### src/rtl/frame_spi_tx.sv
`default_nettype none
// ============================================================================
// Module : frame_spi_tx
// Brief  : SPI mode-0 master that sends one snapshotted 8-byte RGBW frame,
//          MSB first, with an idle gap between bytes.
// Rev    : 1.0 - initial release
// ============================================================================
module frame_spi_tx #(
   parameter int         CLK_DIV    = 4,
   parameter int         GAP_CYCLES = 4,
   parameter logic [7:0] SYNC_BYTE  = 8'h55
) (
   input  logic       clk,
   input  logic       reset,
   input  logic       start,
   input  logic [7:0] lint_in,
   input  logic [7:0] colorIdx_in,
   input  logic [7:0] red_in,
   input  logic [7:0] green_in,
   input  logic [7:0] blue_in,
   input  logic [7:0] white_in,
   input  logic [7:0] mode_in,
   output logic       busy,
   output logic       done,
   output logic       spi_sclk,
   output logic       spi_mosi,
   output logic       spi_cs_n
);

   localparam logic [2:0] c_st_idle  = 3'd0;
   localparam logic [2:0] c_st_setup = 3'd1;
   localparam logic [2:0] c_st_shift = 3'd2;
   localparam logic [2:0] c_st_gap   = 3'd3;
   localparam logic [2:0] c_st_hold  = 3'd4;

   localparam logic [7:0] c_div_last = 8'(CLK_DIV - 1);
   localparam logic [7:0] c_gap_last = 8'(GAP_CYCLES - 1);
   localparam bit         c_has_gap  = (GAP_CYCLES > 0);

   logic [2:0] r_state;
   logic [7:0] r_div_cnt;
   logic [7:0] r_gap_cnt;
   logic [2:0] r_bit_cnt;
   logic [2:0] r_byte_idx;
   logic [7:0] r_frame [0:7];
   logic       r_busy;
   logic       r_sclk;
   logic       r_mosi;
   logic       r_cs_n;

   logic       w_div_end;
   logic [2:0] w_next_idx;
   logic       w_next_bit;
   logic       w_next_msb;

   assign w_div_end  = (r_div_cnt == c_div_last);
   assign w_next_idx = r_byte_idx + 3'd1;
   // Bit that follows the one currently on the wire within the same byte.
   assign w_next_bit = r_frame[r_byte_idx][3'd6 - r_bit_cnt];
   assign w_next_msb = r_frame[w_next_idx][7];

   assign busy     = r_busy;
   assign spi_sclk = r_sclk;
   assign spi_mosi = r_mosi;
   assign spi_cs_n = r_cs_n;
   assign done     = (r_state == c_st_hold) && w_div_end;

   always_ff @(posedge clk or posedge reset) begin
      if (reset) begin
         r_state    <= c_st_idle;
         r_div_cnt  <= '0;
         r_gap_cnt  <= '0;
         r_bit_cnt  <= '0;
         r_byte_idx <= '0;
         r_busy     <= 1'b0;
         r_sclk     <= 1'b0;
         r_mosi     <= 1'b0;
         r_cs_n     <= 1'b1;
         for (int i = 0; i < 8; i++) begin
            r_frame[i] <= '0;
         end
      end else begin
         case (r_state)
            c_st_idle: begin
               if (start) begin
                  r_frame[0] <= SYNC_BYTE;
                  r_frame[1] <= lint_in;
                  r_frame[2] <= colorIdx_in;
                  r_frame[3] <= red_in;
                  r_frame[4] <= green_in;
                  r_frame[5] <= blue_in;
                  r_frame[6] <= white_in;
                  r_frame[7] <= mode_in;
                  r_state    <= c_st_setup;
                  r_cs_n     <= 1'b0;
                  r_busy     <= 1'b1;
                  r_byte_idx <= '0;
                  r_div_cnt  <= '0;
                  r_sclk     <= 1'b0;
                  r_mosi     <= SYNC_BYTE[7];
               end
            end

            c_st_setup: begin
               if (w_div_end) begin
                  r_div_cnt <= '0;
                  r_bit_cnt <= '0;
                  r_mosi    <= r_frame[r_byte_idx][7];
                  r_state   <= c_st_shift;
               end else begin
                  r_div_cnt <= r_div_cnt + 8'd1;
               end
            end

            c_st_shift: begin
               if (w_div_end) begin
                  r_div_cnt <= '0;
                  if (!r_sclk) begin
                     r_sclk <= 1'b1;
                  end else begin
                     // Falling edge: the only point where mosi may move.
                     r_sclk <= 1'b0;
                     if (r_bit_cnt != 3'd7) begin
                        r_bit_cnt <= r_bit_cnt + 3'd1;
                        r_mosi    <= w_next_bit;
                     end else if (r_byte_idx == 3'd7) begin
                        r_state <= c_st_hold;
                     end else if (c_has_gap) begin
                        r_gap_cnt <= '0;
                        r_mosi    <= w_next_msb;
                        r_state   <= c_st_gap;
                     end else begin
                        r_byte_idx <= w_next_idx;
                        r_bit_cnt  <= '0;
                        r_mosi     <= w_next_msb;
                     end
                  end
               end else begin
                  r_div_cnt <= r_div_cnt + 8'd1;
               end
            end

            c_st_gap: begin
               if (r_gap_cnt == c_gap_last) begin
                  r_byte_idx <= w_next_idx;
                  r_bit_cnt  <= '0;
                  r_div_cnt  <= '0;
                  r_state    <= c_st_shift;
               end else begin
                  r_gap_cnt <= r_gap_cnt + 8'd1;
               end
            end

            c_st_hold: begin
               if (w_div_end) begin
                  r_div_cnt <= '0;
                  r_cs_n    <= 1'b1;
                  r_busy    <= 1'b0;
                  r_mosi    <= 1'b0;
                  r_state   <= c_st_idle;
               end else begin
                  r_div_cnt <= r_div_cnt + 8'd1;
               end
            end

            default: begin
               r_state <= c_st_idle;
               r_cs_n  <= 1'b1;
               r_busy  <= 1'b0;
               r_sclk  <= 1'b0;
               r_mosi  <= 1'b0;
            end
         endcase
      end
   end

endmodule
`default_nettype wire
### config.mk
export PLATFORM = sky130hd
export DESIGN_NAME = frame_spi_tx
export DESIGN_NICKNAME = d
export VERILOG_FILES = /design/src/rtl/frame_spi_tx.sv
export SDC_FILE = /design/constraint.sdc
export NUM_CORES = 1
export LEC_CHECK = 0
export BUFFER_PORTS_ARGS = -buffer_cell sky130_fd_sc_hd__buf_2
export CORE_MARGIN = 3
export CORE_UTILIZATION = 35
export CTS_CLUSTER_DIAMETER = 100
export CTS_CLUSTER_SIZE = 14
export DETAILED_ROUTE_END_ITERATION = 7
export PLACE_DENSITY_LB_ADDON = 0.08
export SETUP_SLACK_MARGIN = 0.1
export SYNTH_ARGS = -nofsm -noshare
export SYNTH_HDL_FRONTEND = slang
export SYNTH_SLANG_ARGS = --single-unit
### constraint.sdc
create_clock -name clk -period 4.15 [get_ports clk]
set_input_delay 0.6225 -clock clk [delete_from_list [all_inputs] [get_ports clk]]
set_output_delay 0.6225 -clock clk [all_outputs]
set_load 0.01 [all_outputs]
==> results of run 1 <==
-- Yosys cell counts, types with 6 or more instances --
cell type    n
a21oi_1     13
buf_2       12
clkbuf_1    13
dfrtp_1     85
ha_1         7
inv_1        7
mux2i_1     17
nand2_1    202
nand3_1     22
nor2_1      19
o21ai_0     29
o31ai_1      6
-- per-stage QoR --
step | cell area (um^2) | power [mW] | worst slack, ns | utilization [%]
6_report | 5180 | 3.76 | 1.76 | 42.6
5_1_grt | 5180 | 4.09 | 1.52 | 42.6
4_1_cts | 5180 | 3.81 | 1.74 | 42.6
3_3_place_gp | 4850 | 2.89 | 1.84 | 39.9
3_5_place_dp | 4850 | 2.91 | 1.77 | 39.9
2_1_floorplan | 4420 | 2.52 | 1.31 | -
-- placed cells by master (no fill, tap or decap), types with 5 or more instances in the layout --
cell type and instances:
mux4_2 5, mux2i_1 17, a21oi_1 13, o21ai_0 29
nand2_1 201, clkbuf_16 9, mux2_2 5, ha_1 7
nand3_1 22, nor2_1 19, inv_1 6, dfrtp_1 85
and3_1 5, buf_2 63, o31ai_1 6
-- worst paths after layout --
check | to | cells past startpoint | start | slack, ns
worst max register to register | r_gap_cnt[5] | 6 | r_byte_idx[1] | 1.78
worst min register to register | r_frame[13] | 2 | r_frame[13] | 0.48
worst min-delay path | r_frame[7] | 2 | reset | 0.30
min in group clk | r_frame[44] | 3 | colorIdx_in[4] | 0.46
max in group asynchronous | r_frame[17] | 3 | reset | 2.72
worst max-delay path | done | 5 | r_div_cnt[0] | 1.76
-- metal layers --
metal | part of all wire [%] | track usage, %
met1 | 50 | 22.1
met5 | 0 | 0
met3 | 3.1 | 3.25
met2 | 46 | 25.2
met4 | 1.5 | 5.87
-- report_power, final --
part / internal (mW) / total [mW] / leakage [nW] / switching (mW)
Sequential: 1.17 / 1.52 / 1.08 / 0.351
Clock: 0.529 / 0.883 / 0.152 / 0.354
Combinational: 0.607 / 1.36 / 1.29 / 0.754
-- area by class of cell --
cell class,instances,share of cell area (%)
tap,168,4.06
multi-input combinational,392,41.2
clock buffer,9,4.35
timing repair buffer,65,6.38
sequential,86,41.6
clock inverter,7,1.88
inverter,7,0.532
-- state kept, by name, summed over array words and instances (netlist names) --
register and count:
r_div_cnt 8, r_frame 57, r_byte_idx 3, busy 1, r_state 3, spi_mosi 1
r_gap_cnt 8, spi_cs_n 1, spi_sclk 1, r_bit_cnt 3
-- cell families (layout without fill, tap and decap cells) --
family / after synthesis / count (layout) / share of synthesized area, %
AOI/OAI and AO/OA: 73 / 73 / 10.2
buffers and inverters: 33 / 88 / 3.17
adders and majority gates: 7 / 7 / 1.98
xor gates and xnor gates: 2 / 2 / 0.396
DFF: 86 / 86 / 48.7
and+or+nand+nor: 282 / 282 / 27.5
muxes: 28 / 28 / 8.01
-- worst max-delay path: cells and delay by family (launching register included) --
| family | cells | cell delay (ns) |
|---|---|---|
| adders and majority gates | 1 | 0.23 |
| buffers and inverters | 1 | 0.14 |
| DFF | 1 | 0.38 |
| and+or+nand+nor | 3 | 0.66 |
==> metrics.yaml, run 1 <==
status: "finished, final reports clean"
area.growth.synth_to_final_pct: 17.1
crit_path_start_kind: "flop"
tns_ns: 0
multiInputGateArea_um2: 2130
worstSetupPathType: "flop to output port"
start_util_pct: 36.4
power_density_nw_per_um2: 727
nNetsFinal: 627
syn-num-nets: 577
worstPathCellList: "ha_1 -> nor4b_4 -> nand2_2 -> nor2_1 -> buf_2"
post_cts_resized: 0
hold_ws_ns: 0.303
portBuffers: 63
period_needed_ns: 2.39
dieArea_um2: 14000
grt_pass1_wl_um: 18300
hold_class: "input port to async pin"
max_cap_viol_count: 0
cts-hold-fix-buffers: 0
grt_pass1_vias: 3678
ir_drop_v: 0.000333
finalSetupViolCount: 0
skew_ns: 0.00854
drtPass1Iterations: 4
core.rowCount: 40
clock-sinks: 86
critPathSlowestCell: "dfrtp_1"
root_buffer: "clkbuf_16"
ys_warn_count: 0
grt_max_degree: 61
clk_pin_slew_ns: 0.07
synth_seq_cells: 86
cts_tree: "done"
postRouteAntennaNets: 0
synth_top_flop_cell: "dfrtp_1"
synthTopCellsByArea: "dfrtp_1, nand2_1, mux2i_1"
synth_largest_area_cell: "dfrtp_1"
vias: 3634
die_h_um: 118
arrival_ns: 1.77
hold_viol: 0
dp_cells: 718
wirelength_um: 10600
cts_htree_levels: 3
cp-end-kind: "output port"
drive_gt1_share_pct: 18.0
timing.fmax_ghz: 0.418
fp.dieW_um: 118
postSynthAreaPerCell_um2: 8.66
post-cts-setup-buffers: 0
grt_overflow: 0
dp.final_hpwl_um: 7370
fill_cells: 1258
clk_latency_ns: 0.35
core-area_um2: 12200
synth.yosys.seq_area_share_pct: 48.7
viasPerCell: 4.95
syn_area_um2: 4420
drt_iter0_markers: 187
place.gp.congestion: 0.789
regArea_um2: 2150
grt_use_total_pct: 16.1
slew_viol_final: 0
synth_edf_count: 0
antenna_cells: 0
numCtsBuffers: 9
syn-instance-count: 511
rsz0062_at_grt: "no"
leakagePower_nw: 2.52
async_reset_ff_share_pct: 100
max_stage_delay_ns: 0.38
required_ns: 3.53
tightest_slew_ns: 1.17
drc: 0
io_pins: 64
period_share_pct: 57.6
post_drt_wl_per_cell_um: 14.5
synth_top_area_share_pct: 48.1
antenna_found_initial: 0
cp_max_fo: 16
clk_path_buf_depth: 2
final_cells: 734
ys_types: 51
max_slew_margin_pct: 21.9
Note: power is estimated with default switching activity, not from simulation.
==> inputs of run 2 (changes only) <==
Settings changed: ABC_AREA from default to 1.
Clock period 4.15 ns to 2.3 ns, I/O delays scaled along.
==> metrics.yaml, run 2 <==
drc: 0  # unchanged
r2r_slack_ns: 0.41  # was 1.78 ns
synth_seq_cells: 86  # unchanged
place.gp.congestion: 0.859  # was 0.789
antenna_cells: 0  # unchanged
post-place-ws_ns: 0.409  # was 1.77 ns
critPathSlowestCell: "dfrtp_1"  # unchanged
wirelength_um: 11100  # was 10600 um
largest_register_ffs: 57  # unchanged
grt_pass1_vias: 3926  # was 3678
leakagePower_nw: 2.64  # was 2.52 nW
fill_cells: 1284  # was 1258
ir_drop_v: 0.000473  # was 0.000333 V
power_density_nw_per_um2: 1110  # was 727 nW/um^2
synth.yosys.seq_area_share_pct: 47.6  # was 48.7%
hold_ws_ns: 0.117  # was 0.303 ns
mostFrequentLayoutCells: "nand2_1, dfrtp_1, inv_1"  # was nand2_1, dfrtp_1, buf_2
hold_viol: 0  # unchanged
drtPass1Iterations: 4  # unchanged
io_pins: 64  # unchanged
synth_commonest_cells: "nand2_1, dfrtp_1, inv_1"  # was nand2_1, dfrtp_1, o21ai_0
drive_gt1_share_pct: 16.9  # was 18.0%
post-cts-setup-buffers: 0  # unchanged
synth.most_common_cell: "nand2_1"  # unchanged
cts_htree_levels: 3  # unchanged
timing.fmax_ghz: 0.490
cp_top_family: "simple AND/OR/NAND/NOR gates"  # unchanged
grt_overflow: 0  # unchanged
vias: 3833  # was 3634
syn-instance-count: 593  # was 511
syn-num-nets: 659  # was 577
postRouteAntennaNets: 0  # unchanged
max_slew_margin_pct: 64.6  # was 21.9%
hold_class: "input port to async pin"  # unchanged
clk_latency_ns: 0.34  # was 0.35 ns
fp.dieW_um: 120  # was 118 um
portBuffers: 63  # unchanged
nNetsFinal: 718  # was 627
numCtsBuffers: 9  # unchanged
final_common_cell: "nand2_1"  # unchanged
period_needed_ns: 2.04
grt_use_total_pct: 16.6  # was 16.1%
grt_max_degree: 103  # was 61
status: "finished, final reports clean"  # unchanged
finalSetupViolCount: 0  # unchanged
async_reset_ff_share_pct: 100  # unchanged
start_util_pct: 36.7  # was 36.4%
skew_ns: 0.00733  # was 0.00854 ns
required_ns: 1.96  # was 3.53 ns
viasPerCell: 4.65  # was 4.95
dieArea_um2: 14300  # was 14000 um^2
clk_pin_slew_ns: 0.06  # was 0.07 ns
synth_largest_area_cell: "dfrtp_1"  # unchanged
synth_top_flop_cell: "dfrtp_1"  # unchanged
syn_area_um2: 4520  # was 4420 um^2
ys_warn_count: 0  # unchanged
max_cap_viol_count: 0  # unchanged
crit_path_start_kind: "flop"  # unchanged
tns_ns: 0  # unchanged
cts_tree: "done"  # unchanged
post_drt_wl_per_cell_um: 13.5  # was 14.5 um
grt_pass1_wl_um: 19200  # was 18300 um
final_cells: 825  # was 734
slew_viol_final: 0  # unchanged
ys_types: 34  # was 51
cp_max_fo: 5  # was 16
arrival_ns: 1.69  # was 1.77 ns
finalWorstSetupSlack_ns: 0.261  # was 1.76 ns
root_buffer: "clkbuf_16"  # unchanged
dp_cells: 809  # was 718
finish.utilization_pct: 43.3  # was 42.6%
top_regs: "r_frame x57, r_div_cnt x8, r_gap_cnt x8"  # unchanged
clk_path_buf_depth: 2  # unchanged
postSynthAreaPerCell_um2: 7.62  # was 8.66 um^2
core-area_um2: 12300  # was 12200 um^2
worstSetupPathType: "flop to output port"  # unchanged
synth_edf_count: 0  # unchanged
dp.final_hpwl_um: 7870  # was 7370 um
clock-sinks: 86  # unchanged
period_share_pct: 88.7
tightest_slew_ns: 0.530  # was 1.17 ns
regMostFlops: "r_frame"  # unchanged
core.rowCount: 40  # unchanged
post_cts_resized: 0  # unchanged
rsz0062_at_grt: "no"  # unchanged
cp_num_buf_inv: 2  # was 1
cp-end-kind: "output port"  # unchanged
cts-hold-fix-buffers: 0  # unchanged
die_h_um: 120  # was 118 um
antenna_found_initial: 0  # unchanged
area.growth.synth_to_final_pct: 17.9  # was 17.1%
max_stage_delay_ns: 0.38  # about the same
worstPathCellList: "ha_1 -> nand3_1 -> nor2_1 -> inv_1 -> nor3_1 -> buf_2"  # was ha_1 -> nor4b_4 -> nand2_2 -> nor2_1 -> buf_2
drt_iter0_markers: 207  # was 187
synthTopCellsByArea: "dfrtp_1, nand2_1, nand3_1"  # was dfrtp_1, nand2_1, mux2i_1
synth_top_area_share_pct: 47.1  # was 48.1%
-- run 2: changes by cell type in the layout (fill, tap and decap cells not counted), sizes merged, moves of 8 or more --
| cell | delta |
|---|---|
| inv | +76 |
| mux2i | -17 |
| nand2 | -20 |
| nand3 | +42 |
| nor2 | +18 |
| o21ai | +32 |
| xor2 | +8 |
-- run 2: layout make-up --
cell class | count | area, um^2 | area share (%)
clock buffer | 13 | 260 | 4.89
clock inverter | 3 | 42.5 | 0.799
inverter | 84 | 322 | 6.04
multi-input combinational | 401 | 1950 | 36.5
sequential | 86 | 2150 | 40.4
tap | 168 | 210 | 3.95
timing repair buffer | 70 | 393 | 7.38
-- run 2: report_power, final --
part           internal [mW]  switching, mW
Clock                  0.900          0.598
Combinational          0.699           1.35
Sequential              2.09          0.268
-- run 2: logic make-up (layout without fill, tap and decap cells) --
logic type	Yosys count	after routing	synth area share (%)
compound gates	85	85	10.0
xor+xnor	9	9	1.74
fa+ha+maj	7	7	1.94
buf+inv	106	170	9.30
flops	86	86	47.6
mux	1	1	0.249
simple gates	299	299	29.1
-- run 2: path summary, 6_finish.rpt --
path / startpoint / endpoint / depth (start not counted)
setup / recovery: r_div_cnt[0] / done / 6
hold / removal: reset / r_gap_cnt[2] / 3
hold reg to reg: r_frame[56] / r_frame[56] / 1
min in group clk: colorIdx_in[0] / r_frame[40] / 3
max in group asynchronous: reset / spi_cs_n / 3
setup reg to reg: r_gap_cnt[0] / r_bit_cnt[1] / 8
-- run 2: through the flow --
| step | cell area, um^2 | power (mW) |
|---|---|---|
| 2_1_floorplan | 4520 | 3.88 |
| 3_3_place_gp | 5020 | 4.40 |
| 3_5_place_dp | 5020 | 4.46 |
| 4_1_cts | 5330 | 5.98 |
| 5_1_grt | 5330 | 6.43 |
| 6_report | 5330 | 5.90 |
-- run 2: metal layers --
| layer | track usage (%) | part of all wire [%] |
|---|---|---|
| met5 | 0 | 0 |
| met4 | 6.30 | 1.7 |
| met3 | 2.64 | 3.4 |
| met2 | 24.7 | 43 |
| met1 | 24.2 | 51 |
-- run 2: worst reg2reg max path: cells and delay by family (launching register included) --
kind | cells | cell delay, ns
adders and majority gates | 1 | 0.27
AOI/OAI and AO/OA | 3 | 0.46
DFF | 1 | 0.37
and+or+nand+nor | 4 | 0.66
==> inputs of run 3 (changes only) <==
Settings changed: CORE_ASPECT_RATIO from default to 0.5.
==> metrics.yaml, run 3 (synthesis results as in run 2) <==
cp_top_family: "flip-flops"  # was simple AND/OR/NAND/NOR gates
grt_pass1_vias: 3648  # was 3926
clkPwrFrac_pct: 25.5  # was 25.4%
tightest_slew_ns: 0.524  # was 0.530 ns
ir_drop_v: 0.000409  # was 0.000473 V
die_h_um: 86.4  # was 120 um
final_common_cell: "nand2_1"  # unchanged
grt_pass1_wl_um: 18400  # was 19200 um
finalSetupViolCount: 0  # unchanged
cp_num_buf_inv: 2  # unchanged
grt_overflow: 0  # unchanged
cts_tree: "done"  # unchanged
worstPathCellList: "ha_1 -> nand3_1 -> nor2_1 -> inv_1 -> nor3_2 -> buf_2"  # was ha_1 -> nand3_1 -> nor2_1 -> inv_1 -> nor3_1 -> buf_2
critPathSlowestCell: "dfrtp_1"  # unchanged
vias: 3816  # was 3833
nNetsFinal: 720  # was 718
wirelength_um: 10900  # was 11100 um
max_stage_delay_ns: 0.38  # about the same
grt_max_degree: 103  # unchanged
hold_class: "input port to async pin"  # unchanged
root_buffer: "clkbuf_16"  # unchanged
post-cts-setup-buffers: 0  # unchanged
status: "finished, final reports clean"  # unchanged
crit_path_start_kind: "flop"  # unchanged
fill_cells: 1299  # was 1284
viasPerCell: 4.64  # was 4.65
pwr-share-seq_pct: 39.5  # was 40.0%
drc: 0  # unchanged
core-area_um2: 12200  # was 12300 um^2
rsz0062_at_grt: "no"  # unchanged
drive_gt1_share_pct: 17.3  # was 16.9%
p_switching_mw: 2.23  # was 2.21 mW
drtPass1Iterations: 4  # unchanged
required_ns: 1.96  # about the same
fp.dieW_um: 167  # was 120 um
hold_viol: 0  # unchanged
tns_ns: 0  # unchanged
p_int_mw: 3.74  # was 3.69 mW
cts_htree_levels: 3  # unchanged
clk_path_buf_depth: 2  # unchanged
clock-sinks: 86  # unchanged
multiInputGateArea_um2: 1950  # about the same
crit_start: "r_div_cnt[0]"  # unchanged
timing.fmax_ghz: 0.515  # was 0.490 GHz
skew_ns: 0.00945  # was 0.00733 ns
area.growth.synth_to_final_pct: 18.2  # was 17.9%
mostFrequentLayoutCells: "nand2_1, dfrtp_1, inv_1"  # unchanged
period_needed_ns: 1.94  # was 2.04 ns
clk_pin_slew_ns: 0.06  # about the same
start_util_pct: 37.1  # was 36.7%
cp-end-kind: "output port"  # unchanged
period_share_pct: 84.4  # was 88.7%
max_slew_margin_pct: 65.1  # was 64.6%
drt_iter0_markers: 281  # was 207
core.rowCount: 28  # was 40
slew_viol_final: 0  # unchanged
regArea_um2: 2150  # unchanged
portBuffers: 63  # unchanged
postRouteAntennaNets: 0  # unchanged
regMostFlops: "r_frame"  # unchanged
max_cap_viol_count: 0  # unchanged
r2r-start: "r_gap_cnt[0]"  # unchanged
io_pins: 64  # unchanged
antenna_found_initial: 0  # unchanged
power_density_nw_per_um2: 1120  # was 1110 nW/um^2
leakagePower_nw: 2.66  # was 2.64 nW
post_drt_wl_per_cell_um: 13.3  # was 13.5 um
numCtsBuffers: 9  # unchanged
cp_max_fo: 5  # unchanged
netSwitchingFraction_pct: 37.3  # was 37.5%
largest_register_ffs: 57  # unchanged
antenna_cells: 0  # unchanged
power_mw: 5.97  # was 5.90 mW
dp.final_hpwl_um: 8000  # was 7870 um
dieArea_um2: 14400  # was 14300 um^2
place.gp.congestion: 0.875  # was 0.859
comb_power_share_pct: 35.0  # was 34.6%
clk_latency_ns: 0.34  # about the same
top_regs: "r_frame x57, r_div_cnt x8, r_gap_cnt x8"  # unchanged
arrival_ns: 1.60  # was 1.69 ns
worstSetupPathType: "flop to output port"  # unchanged
grt_use_total_pct: 16.0  # was 16.6%
run 3: cell count changes in the layout (fill, tap and decap cells not counted):
cell | before | now
clkbuf_8 | 2 | 0
nor3_1 | 3 | 2
buf_4 | 5 | 7
clkbuf_1 | 2 | 1
bufinv_16 | 1 | 2
clkinv_2 | 1 | 3
clkinvlp_4 | 2 | 1
nor3_2 | 0 | 1
run 3: power groups by stage:
stage	registers, mW	clock network (mW)	logic (mW)
after floorplan	2.31	0	1.57
after global placement	2.38	0	2.11
after detailed placement	2.37	0	2.12
after CTS	2.36	1.56	2.12
after global routing	2.42	1.62	2.46
final	2.36	1.52	2.09
run 3: layout make-up:
type / count / area share (%)
repair buffers: 72 / 7.63
clock inverters: 5 / 1.40
inverters: 84 / 6.02
well taps: 165 / 3.86
flip-flops and latches: 86 / 40.3
clock buffers: 10 / 4.28
multi-input cells: 401 / 36.5
run 3: worst paths after layout:
check                          endpoint  slack (ns)  cells after the start
setup / recovery                   done        0.36                      6
hold / removal             r_gap_cnt[5]         0.1                      3
setup reg to reg           r_bit_cnt[1]        0.39                      8
hold reg to reg             r_frame[56]        0.47                      1
max in group asynchronous  r_bit_cnt[2]        1.75                      3
min in group clk            r_frame[50]        0.20                      3
run 3: through the flow:
stage | std cells | hold slack [ns] | cell area, um^2 | util (%) | setup WS (ns)
2_1_floorplan | 593 | 0.440 | 4520 | - | 0.672
3_5_place_dp | 808 | 0.454 | 5030 | 41.3 | 0.404
6_report | 823 | 0.0979 | 5340 | 43.8 | 0.359
4_1_cts | 823 | 0.167 | 5340 | 43.8 | 0.229
3_3_place_gp | 808 | 0.453 | 5030 | 41.3 | 0.389
5_1_grt | 823 | 0.153 | 5340 | 43.8 | 0.127
run 3: repair_timing:
item	CTS	global route
hold buffers	0	0
resized for setup	0	1
hold endpoints to repair	0	0
setup endpoints to repair	0	1
run 3: worst reg2reg max path: stages (launching register included):
cell and delay (ns):
dfrtp_1 0.38, ha_1 0.28, nand3_1 0.15, nor4_4 0.28, nor2_4 0.09, a21oi_2 0.15
o2111ai_1 0.26, nand2_1 0.12, o21ai_1 0.07
run 3: layer usage:
metal | GRT usage (%) | vias to the layer above | share of wire (%) | routed length (um)
li1 | - | 1997 | - | -
met1 | 24.4 | 1746 | 53 | 5800
met2 | 23.1 | 68 | 41 | 4500
met3 | 3.87 | 5 | 5.0 | 551
met4 | 3.59 | 0 | 0.74 | 81
met5 | 0 | - | 0 | 0
